File: config.mk
export PLATFORM = sky130hd
export DESIGN_NAME = uart_ins_loader
export DESIGN_NICKNAME = d
export VERILOG_FILES = /design/src/rtl/uart_ins_loader.sv
export SDC_FILE = /design/constraint.sdc
export NUM_CORES = 1
export LEC_CHECK = 0
export CAP_MARGIN = 10
export CORE_MARGIN = 2
export CORE_UTILIZATION = 35
export CTS_BUF_LIST = sky130_fd_sc_hd__clkbuf_16
export DETAILED_ROUTE_END_ITERATION = 10
export GPL_TIMING_DRIVEN = 0
export PLACE_DENSITY = 0.54
export RECOVER_POWER = 25
export REMOVE_ABC_BUFFERS = 1
export SYNTH_ARGS = -nofsm -noshare
export SYNTH_HDL_FRONTEND = slang
export SYNTH_SLANG_ARGS = --single-unit
File: constraint.sdc
create_clock -name CLK -period 2.4 [get_ports CLK]
set_input_delay 0.36 -clock CLK [delete_from_list [all_inputs] [get_ports CLK]]
set_output_delay 0.36 -clock CLK [all_outputs]
set_load 0.005 [all_outputs]
File: src/rtl/uart_ins_loader.sv
// uart_ins_loader
//
// Serial instruction loader for the single-cycle MIPS core. It receives 8N1
// UART bytes on RXD and packs them big-endian into 32-bit instruction words:
// the first byte goes to [31:24] and the fourth byte to [7:0]. Each finished
// word is presented on W_Ins with a one-cycle WE strobe and a word address.
//
// Parameters
//   CLKS_PER_BIT  clock cycles per UART bit (minimum 4)
//   ADDR_W        width of the word address; the index wraps at 2^ADDR_W
//   TIMEOUT_BITS  inter-byte timeout in bit times (used with ISL_TIMEOUT_EN)
//
// Ports
//   CLK      in   system clock, rising edge
//   RST      in   asynchronous active-low reset
//   RXD      in   UART receive line, idle high, asynchronous to CLK
//   LOAD_EN  in   loader enable; when low the loader is held idle and its
//                 progress is cleared
//   W_Ins    out  assembled instruction word
//   WE       out  one-cycle write strobe; W_Ins and WADDR are valid while high
//   WADDR    out  word index of the word being written
//   BUSY     out  high from start-bit detection until a word completes or
//                 its partial bytes are discarded
//   FERR     out  sticky framing-error flag
//   TOUT     out  one-cycle inter-byte timeout pulse
//
// Build option
//   ISL_TIMEOUT_EN  when defined, a partial word (1-3 bytes) that sits idle
//                   for TIMEOUT_BITS bit times is discarded and TOUT pulses.
//                   When undefined, TOUT is tied low and no timeout counter
//                   is built.

module uart_ins_loader #(
    parameter int CLKS_PER_BIT = 434,
    parameter int ADDR_W       = 8,
    parameter int TIMEOUT_BITS = 20
) (
    input  logic              CLK,
    input  logic              RST,
    input  logic              RXD,
    input  logic              LOAD_EN,
    output logic [31:0]       W_Ins,
    output logic              WE,
    output logic [ADDR_W-1:0] WADDR,
    output logic              BUSY,
    output logic              FERR,
    output logic              TOUT
);

    // Reject parameter values that would break the bit timing.
    if (CLKS_PER_BIT < 4 || TIMEOUT_BITS < 1) begin : g_param_check
        $error("uart_ins_loader: CLKS_PER_BIT must be >= 4 and TIMEOUT_BITS >= 1");
    end

    localparam int CNT_W = $clog2(CLKS_PER_BIT);
    localparam logic [CNT_W-1:0] HALF_M1 = CNT_W'(CLKS_PER_BIT / 2 - 1);
    localparam logic [CNT_W-1:0] FULL_M1 = CNT_W'(CLKS_PER_BIT - 1);

    localparam logic [1:0] S_IDLE  = 2'd0;
    localparam logic [1:0] S_START = 2'd1;
    localparam logic [1:0] S_DATA  = 2'd2;
    localparam logic [1:0] S_STOP  = 2'd3;

    // ------------------------------------------------------------------
    // RXD synchronizer and falling-edge detect
    // ------------------------------------------------------------------
    logic rxd_meta_q;
    logic rxd_sync_q;
    logic rxd_prev_q;

    always_ff @(posedge CLK or negedge RST) begin
        if (!RST) begin
            rxd_meta_q <= 1'b1;
            rxd_sync_q <= 1'b1;
            rxd_prev_q <= 1'b1;
        end else begin
            rxd_meta_q <= RXD;
            rxd_sync_q <= rxd_meta_q;
            rxd_prev_q <= rxd_sync_q;
        end
    end

    logic rxd_fall;
    assign rxd_fall = rxd_prev_q & ~rxd_sync_q;

    // ------------------------------------------------------------------
    // Receive FSM
    // ------------------------------------------------------------------
    logic [1:0]       state_q, state_d;
    logic [CNT_W-1:0] cnt_q, cnt_d;
    logic [2:0]       bit_q, bit_d;
    logic [7:0]       rx_byte_q, rx_byte_d;
    logic             byte_ok;
    logic             frame_err;
    logic             start_det;

    always_comb begin
        state_d   = state_q;
        cnt_d     = cnt_q;
        bit_d     = bit_q;
        rx_byte_d = rx_byte_q;
        byte_ok   = 1'b0;
        frame_err = 1'b0;
        start_det = 1'b0;

        case (state_q)
            S_IDLE: begin
                if (rxd_fall) begin
                    state_d   = S_START;
                    cnt_d     = '0;
                    start_det = 1'b1;
                end
            end
            S_START: begin
                // Recheck mid start bit; a line that is already high again
                // was a glitch and leaves no trace.
                if (cnt_q == HALF_M1) begin
                    cnt_d   = '0;
                    bit_d   = '0;
                    state_d = rxd_sync_q ? S_IDLE : S_DATA;
                end else begin
                    cnt_d = cnt_q + 1'b1;
                end
            end
            S_DATA: begin
                if (cnt_q == FULL_M1) begin
                    cnt_d     = '0;
                    rx_byte_d = {rxd_sync_q, rx_byte_q[7:1]};
                    bit_d     = bit_q + 1'b1;
                    if (bit_q == 3'd7) begin
                        state_d = S_STOP;
                    end
                end else begin
                    cnt_d = cnt_q + 1'b1;
                end
            end
            S_STOP: begin
                // Returning to IDLE at the stop-bit midpoint leaves half a
                // bit of margin for a back-to-back start edge.
                if (cnt_q == FULL_M1) begin
                    cnt_d   = '0;
                    state_d = S_IDLE;
                    if (rxd_sync_q) begin
                        byte_ok = 1'b1;
                    end else begin
                        frame_err = 1'b1;
                    end
                end else begin
                    cnt_d = cnt_q + 1'b1;
                end
            end
            default: begin
                state_d = S_IDLE;
                cnt_d   = '0;
            end
        endcase

        if (!LOAD_EN) begin
            state_d   = S_IDLE;
            cnt_d     = '0;
            bit_d     = '0;
            byte_ok   = 1'b0;
            frame_err = 1'b0;
            start_det = 1'b0;
        end
    end

    always_ff @(posedge CLK or negedge RST) begin
        if (!RST) begin
            state_q   <= S_IDLE;
            cnt_q     <= '0;
            bit_q     <= '0;
            rx_byte_q <= '0;
        end else begin
            state_q   <= state_d;
            cnt_q     <= cnt_d;
            bit_q     <= bit_d;
            rx_byte_q <= rx_byte_d;
        end
    end

    // ------------------------------------------------------------------
    // Word assembly and write port
    // ------------------------------------------------------------------
    logic [1:0]        byte_cnt_q, byte_cnt_d;
    logic [23:0]       word_sr_q, word_sr_d;
    logic [31:0]       w_ins_q, w_ins_d;
    logic              we_q, we_d;
    logic [ADDR_W-1:0] waddr_q, waddr_d;
    logic              ferr_q, ferr_d;
    logic              tout_hit;

`ifdef ISL_TIMEOUT_EN
    // ------------------------------------------------------------------
    // Inter-byte timeout on a partial word
    // ------------------------------------------------------------------
    localparam int TO_CYCLES = TIMEOUT_BITS * CLKS_PER_BIT;
    localparam int TO_W      = $clog2(TO_CYCLES);
    localparam logic [TO_W-1:0] TO_M1 = TO_W'(TO_CYCLES - 1);

    logic [TO_W-1:0] tcnt_q, tcnt_d;
    logic            tout_q;

    // The counter is held at zero unless the receiver is idle with a partial
    // word pending, so any start-bit detection restarts it.
    always_comb begin
        tcnt_d   = '0;
        tout_hit = 1'b0;
        if (LOAD_EN && (state_q == S_IDLE) && (byte_cnt_q != 2'd0) && !start_det) begin
            if (tcnt_q == TO_M1) begin
                tout_hit = 1'b1;
            end else begin
                tcnt_d = tcnt_q + 1'b1;
            end
        end
    end

    always_ff @(posedge CLK or negedge RST) begin
        if (!RST) begin
            tcnt_q <= '0;
            tout_q <= 1'b0;
        end else begin
            tcnt_q <= tcnt_d;
            tout_q <= tout_hit;
        end
    end

    assign TOUT = tout_q;
`else
    assign tout_hit = 1'b0;
    assign TOUT     = 1'b0;
`endif

    always_comb begin
        byte_cnt_d = byte_cnt_q;
        word_sr_d  = word_sr_q;
        w_ins_d    = w_ins_q;
        we_d       = 1'b0;
        waddr_d    = waddr_q;
        ferr_d     = ferr_q;

        // The address advances on the cycle after the strobe so it stays
        // stable for the whole WE cycle.
        if (we_q) begin
            waddr_d = waddr_q + 1'b1;
        end

        if (byte_ok) begin
            if (byte_cnt_q == 2'd3) begin
                w_ins_d    = {word_sr_q, rx_byte_q};
                we_d       = 1'b1;
                byte_cnt_d = 2'd0;
            end else begin
                word_sr_d  = {word_sr_q[15:0], rx_byte_q};
                byte_cnt_d = byte_cnt_q + 1'b1;
            end
        end

        if (frame_err) begin
            byte_cnt_d = 2'd0;
            ferr_d     = 1'b1;
        end

        if (tout_hit) begin
            byte_cnt_d = 2'd0;
        end

        // A WE already registered is not cancelled; W_Ins keeps its value.
        if (!LOAD_EN) begin
            byte_cnt_d = 2'd0;
            waddr_d    = '0;
            ferr_d     = 1'b0;
        end
    end

    always_ff @(posedge CLK or negedge RST) begin
        if (!RST) begin
            byte_cnt_q <= '0;
            word_sr_q  <= '0;
            w_ins_q    <= '0;
            we_q       <= 1'b0;
            waddr_q    <= '0;
            ferr_q     <= 1'b0;
        end else begin
            byte_cnt_q <= byte_cnt_d;
            word_sr_q  <= word_sr_d;
            w_ins_q    <= w_ins_d;
            we_q       <= we_d;
            waddr_q    <= waddr_d;
            ferr_q     <= ferr_d;
        end
    end

    assign W_Ins = w_ins_q;
    assign WE    = we_q;
    assign WADDR = waddr_q;
    assign FERR  = ferr_q;
    assign BUSY  = (state_q != S_IDLE) || (byte_cnt_q != 2'd0);

endmodule

Word level (Yosys, flattened, before mapping). Index checks and enable logic that the tools add are counted. Widths: inputs -> output; s select.

Word-level logic and storage cells: 81. Flip-flop bits (word level): 93. Output and inout port bits: 44. Input port bits: 4.

Reduce and logical (&&, ||, !) cells: 10. Bitwise gates (word level): 3. Mux-type cells: 35. Add/subtract/negate cells: 4. Eq/ne operators: 16.

Operators with widths (number): $mux 9 (4); $pmux 9 s3 (1); $mux 2 (11); $mux 8 (2); $ne 3x3->1 const B (5); $mux 1 (12); $add 9x1->9 const B (1); $eq 9x8->1 const B (1); $eq 9x9->1 const B (1); $mux 3 (3); $add 8x1->8 const B (1); $pmux 2 s4 (1); $eq 2x2->1 const B (3); $ne 3x1->1 const B (2); $pmux 3 s2 (1); $reduce_and 2->1 (3); $reduce_and 5->1 (1); $ne 2x1->1 const B (2); $reduce_bool 2->1 (2); $add 3x1->3 const B (1); $eq 3x3->1 const B (1); $reduce_and 3->1 (1); $add 2x1->2 const B (1); $eq 2x1->1 const B (1); 5 further kinds (6).

Depth between registers and ports, before layout.
Depth in word-level cells: 7. Depth in mapped cells: 9. Depth with buffers taken out: 6.

Worst setup path before layout. OpenSTA, ideal clock, no wires.

Path kind: flip-flop to flip-flop. Start point: register cnt_q[1]. End point: register w_ins_q[10], in the netlist W_Ins[10]. Slack: 334 ps. Period minus slack after synthesis: 2066 ps. Setup time: 125 ps. Cell stages (with the launch flop): 10. Arrival: 1941 ps. Data required time: 2275 ps. Cell sequence: dfrtp_1 -> inv_1 -> ha_1 -> and4b_1 -> buf_6 -> nand4b_4 -> or3_1 -> buf_6 -> buf_12 -> mux2_4.

Word-level cells in the longest chain between the ends: 5.

Ends and longest elaborated chain: start, declared (line 90) `logic [CNT_W-1:0] cnt_q, cnt_d;`; start signal, assigned (line 176) `cnt_q <= cnt_d;`; $eq 9x9->1 (line 140) `if (cnt_q == FULL_M1) begin`; $mux 1 (line 140); $mux 1 (line 106) `case (state_q)`; $mux 1 (line 158) `if (!LOAD_EN) begin`; $reduce_and 2->1 (no source line); end signal, assigned (line 287) `w_ins_q <= w_ins_d;`; end, declared (line 187) `logic [31:0] w_ins_q, w_ins_d;`.

Every way passes these cells. A chain may end at the register's enable or synchronous reset.

Worst setup path after layout.
Start point: register cnt_q[1]. End point: register w_ins_q[16], in the netlist W_Ins[16].

Same word-level chain as after synthesis.

==> impl_metrics.yaml <==
status:
  status: "finished with violations"
  violations: "DRC"
timing:
  min_period_over_period_pct: 93.83
  finalWorstSetupSlack_ps: 148.2
  period_minus_slack_ps: 2252
  setup_tns_ps: 0
  timing.fmax_mhz: 444.1
  hold_viol_final: 0
  fin_worst_skew_ps: 8.266
  holdWs_ps: 208.3
  slew_headroom_pct: 26.34
  grt_setup_unrepaired: "no"
  tightest_slew_ps: 1105
  slew_violations: 0
  setup_viol: 0
cts:
  htree_levels: 3
  hold_buffers: 0
  numCtsBuffers: 9
  clockBufferDepth: 2
  cts-root-buf: "clkbuf_16"
  cts_tree: "built"
  clk_pin_slew_ps: 60
  insertion_delay_ps: 340
  clock-sinks: 93
placed_design:
  portBuffers: 46
  post-place-ws_ps: -496.7
  finalWeightedCongestion: 0.8019
  dp_cells: 486
  dpl.hpwl_um: 4746
floorplan:
  core_um2: 11520
  start_util_pct: 36.20
  die_h_um: 113.1
  die_x_um: 113.1
  rows: 39
  dieArea_um2: 12800
  io_pins: 48
setup_path:
  cp_max_fo: 27
  reg2reg_from: "cnt_q[1]"
  path_class: "flip-flop to flip-flop"
  reg2reg_to: "W_Ins[16]"
  critPathLaunch: "cnt_q[1]"
  path_depth: 7
  rrSetupSlack_ps: 150
  worstRegToRegCells: 7
  worstPathRequired_ps: 2620
  critical-path-top-delay-family: "simple AND/OR/NAND/NOR gates"
  crit_chain: "inv_1, ha_1, and4b_2, nand4b_4, or3_4, buf_12, mux2_4"
  cpMaxStageDelayCell: "or3_4"
  crit_arrival_ps: 2470
  endpoint: "W_Ins[16]"
  max_stage_delay_ps: 440
  end_kind: "flip-flop"
  critPathLaunchType: "flip-flop"
  path_buf_inv: 2
yosys:
  synth_common_cells: "dfrtp_1, mux2_2, mux2_4"
  synth_top_cell_by_area: "dfrtp_1"
  synth_compound_area_share_pct: 4.922
  yosysMostFrequentCell: "dfrtp_1"
  synth_top_cell_area_share_pct: 54.02
  synth_cell_types: 53
  synth_edf_count: 0
  yosys.area_share.simple_pct: 10.53
  synth_area_um2: 4169
  synthTopCellsByArea: "dfrtp_1, mux2_4, mux2_2, ha_1, nand2_1"
  ys_seq_elements: 93
  synth_top_family_by_area: "multiplexers"
  yosys_warnings: 0
  synthMuxAreaShare_pct: 21.22
  synth_xor_area_share_pct: 1.050
  syn_avg_cell_area_um2: 13.49
  synth_cells: 309
  synth_flop_cell: "dfrtp_1"
  async_flop_share_pct: 100.0
  yosysSeqAreaShare_pct: 55.91
  synthAdderAreaFrac_pct: 2.401
global_routing:
  grt_max_degree: 51
  grt_pass1_wl_um: 12690
  antenna_found_initial: 0
  track_usage_pct: 12.36
  gr-total-overflow: 0
  grt_pass1_vias: 2482
layout:
  fill_cells: 1063
  drive_gt1_share_pct: 27.02
  area.growth.synth_to_final_pct: 21.28
  post-route-util_pct: 43.90
  final_cells: 502
  nets: 368
  n_antenna_cell: 0
hold_path:
  hold_path_class: "input port to async pin"
power:
  power.switching_uw: 796.5
  internal_power_mw: 2.488
  pwr-share-comb_pct: 7.7
  power_density_nw_per_um2: 649.7
  p_clk_share_pct: 42.1
  p_leak_nw: 2.399
  ir_drop_mv: 0.2864
  swShare_pct: 24.25
  p_seq_share_pct: 50.2
run:
  max-cap-violations: 0
drt:
  drc_errors: 2
  wl_per_cell_um: 14.55
  dr_total_vias: 2448
  drtPass1Iterations: 7
  drt-initial-drc-count: 177
  final_antenna_net_count: 0
  routed_via_density: 4.876
  drt_wl_total_um: 7302
kinds of logic (layout without fill, tap and decap cells):
logic type      count (synthesis)  in the layout
flops                          93             93
other cells                     1              1
xor+xnor                        5              5
mux                            69             69
simple gates                   78             78
fa+ha+maj                       8              8
buf+inv                        23             73
compound gates                 32             32
per-stage QoR:
stage	cell area (µm²)	power [mW]
3_5_place_dp	4757	1.929
2_1_floorplan	4038	1.800
4_1_cts	5055	3.340
3_3_place_gp	4677	1.920
5_1_grt	5056	3.440
6_report	5056	3.285
power by group through the flow:
stage / logic (mW) / registers, mW / clock network [mW]
after CTS: 0.257 / 1.65 / 1.44
after detailed placement: 0.251 / 1.68 / 0
after global placement: 0.244 / 1.68 / 0
final: 0.253 / 1.65 / 1.38
after floorplan: 0.138 / 1.66 / 0
after global routing: 0.291 / 1.66 / 1.49
metal layers:
layer  vias up  GRT usage (%)  wire (µm)
met2        41          18.76       3337
met3         8          3.589        285
met4         0          3.902        100
li1       1187              -          -
met1      1212          17.13       3578
met5         -              0          0
registers in the layout (all words and copies together), names as in the netlist:
signal / count
byte_cnt_q: 2
rxd_sync_q: 1
rx_byte_q: 8
FERR: 1
WADDR: 8
word_sr_q: 24
rxd_meta_q: 1
WE: 1
rxd_prev_q: 1
W_Ins: 32
state_q: 2
bit_q: 3
cnt_q: 9
timing repair:
| action | 4_1_cts | 5_1_grt |
|---|---|---|
| buffers inserted | 0 | 2 |
| endpoints found under the setup margin | 31 | 25 |
| resized for setup | 3 | 1 |
| pin swaps | 0 | 1 |
| cloned | 0 | 0 |
cell usage in the layout, fill, tap and decap left out, types with 4 or more instances in the layout:
master	netlist	layout
mux2_4	30	30
mux2_2	35	35
xor2_1	4	4
dfrtp_1	90	90
clkdlybuf4s50_1	0	44
nand2_1	24	24
o21ai_0	9	9
nand3_1	5	5
clkbuf_16	0	9
ha_1	8	8
nand4_1	5	5
nor2_1	14	14
o22ai_1	5	5
nor2b_1	4	4
a21oi_1	5	5
inv_1	8	8
mux2i_1	4	4
worst min path at each step:
stage / start / end / slack, ps / depth (start not counted)
after CTS: RST / W_Ins[28] / 40 / 1
after floorplan: RST / FERR / 60 / 0
after global routing: RST / W_Ins[28] / 300 / 1
after detailed placement: rxd_meta_q / rxd_sync_q / 350 / 0
after global placement: rxd_meta_q / rxd_sync_q / 350 / 0
final: RST / W_Ins[28] / 210 / 1
worst register-to-register path, cell delays in order, from the launching register on:
cell and delay, ps:
dfrtp_1 410, inv_1 110, ha_1 150, and4b_2 300
nand4b_4 170, or3_4 440, buf_12 200, mux2_4 350
area by class of cell:
| type | instances | area (µm²) | area share (%) |
|---|---|---|---|
| clock buffer | 9 | 225.2 | 4.454 |
| sequential | 93 | 2331 | 46.10 |
| multi-input combinational | 193 | 1707 | 33.75 |
| clock inverter | 5 | 61.31 | 1.213 |
| tap | 143 | 178.9 | 3.539 |
| inverter | 8 | 30.03 | 0.5939 |
| timing repair buffer | 51 | 523.0 | 10.34 |
Note: power is estimated with default switching activity, not from simulation.
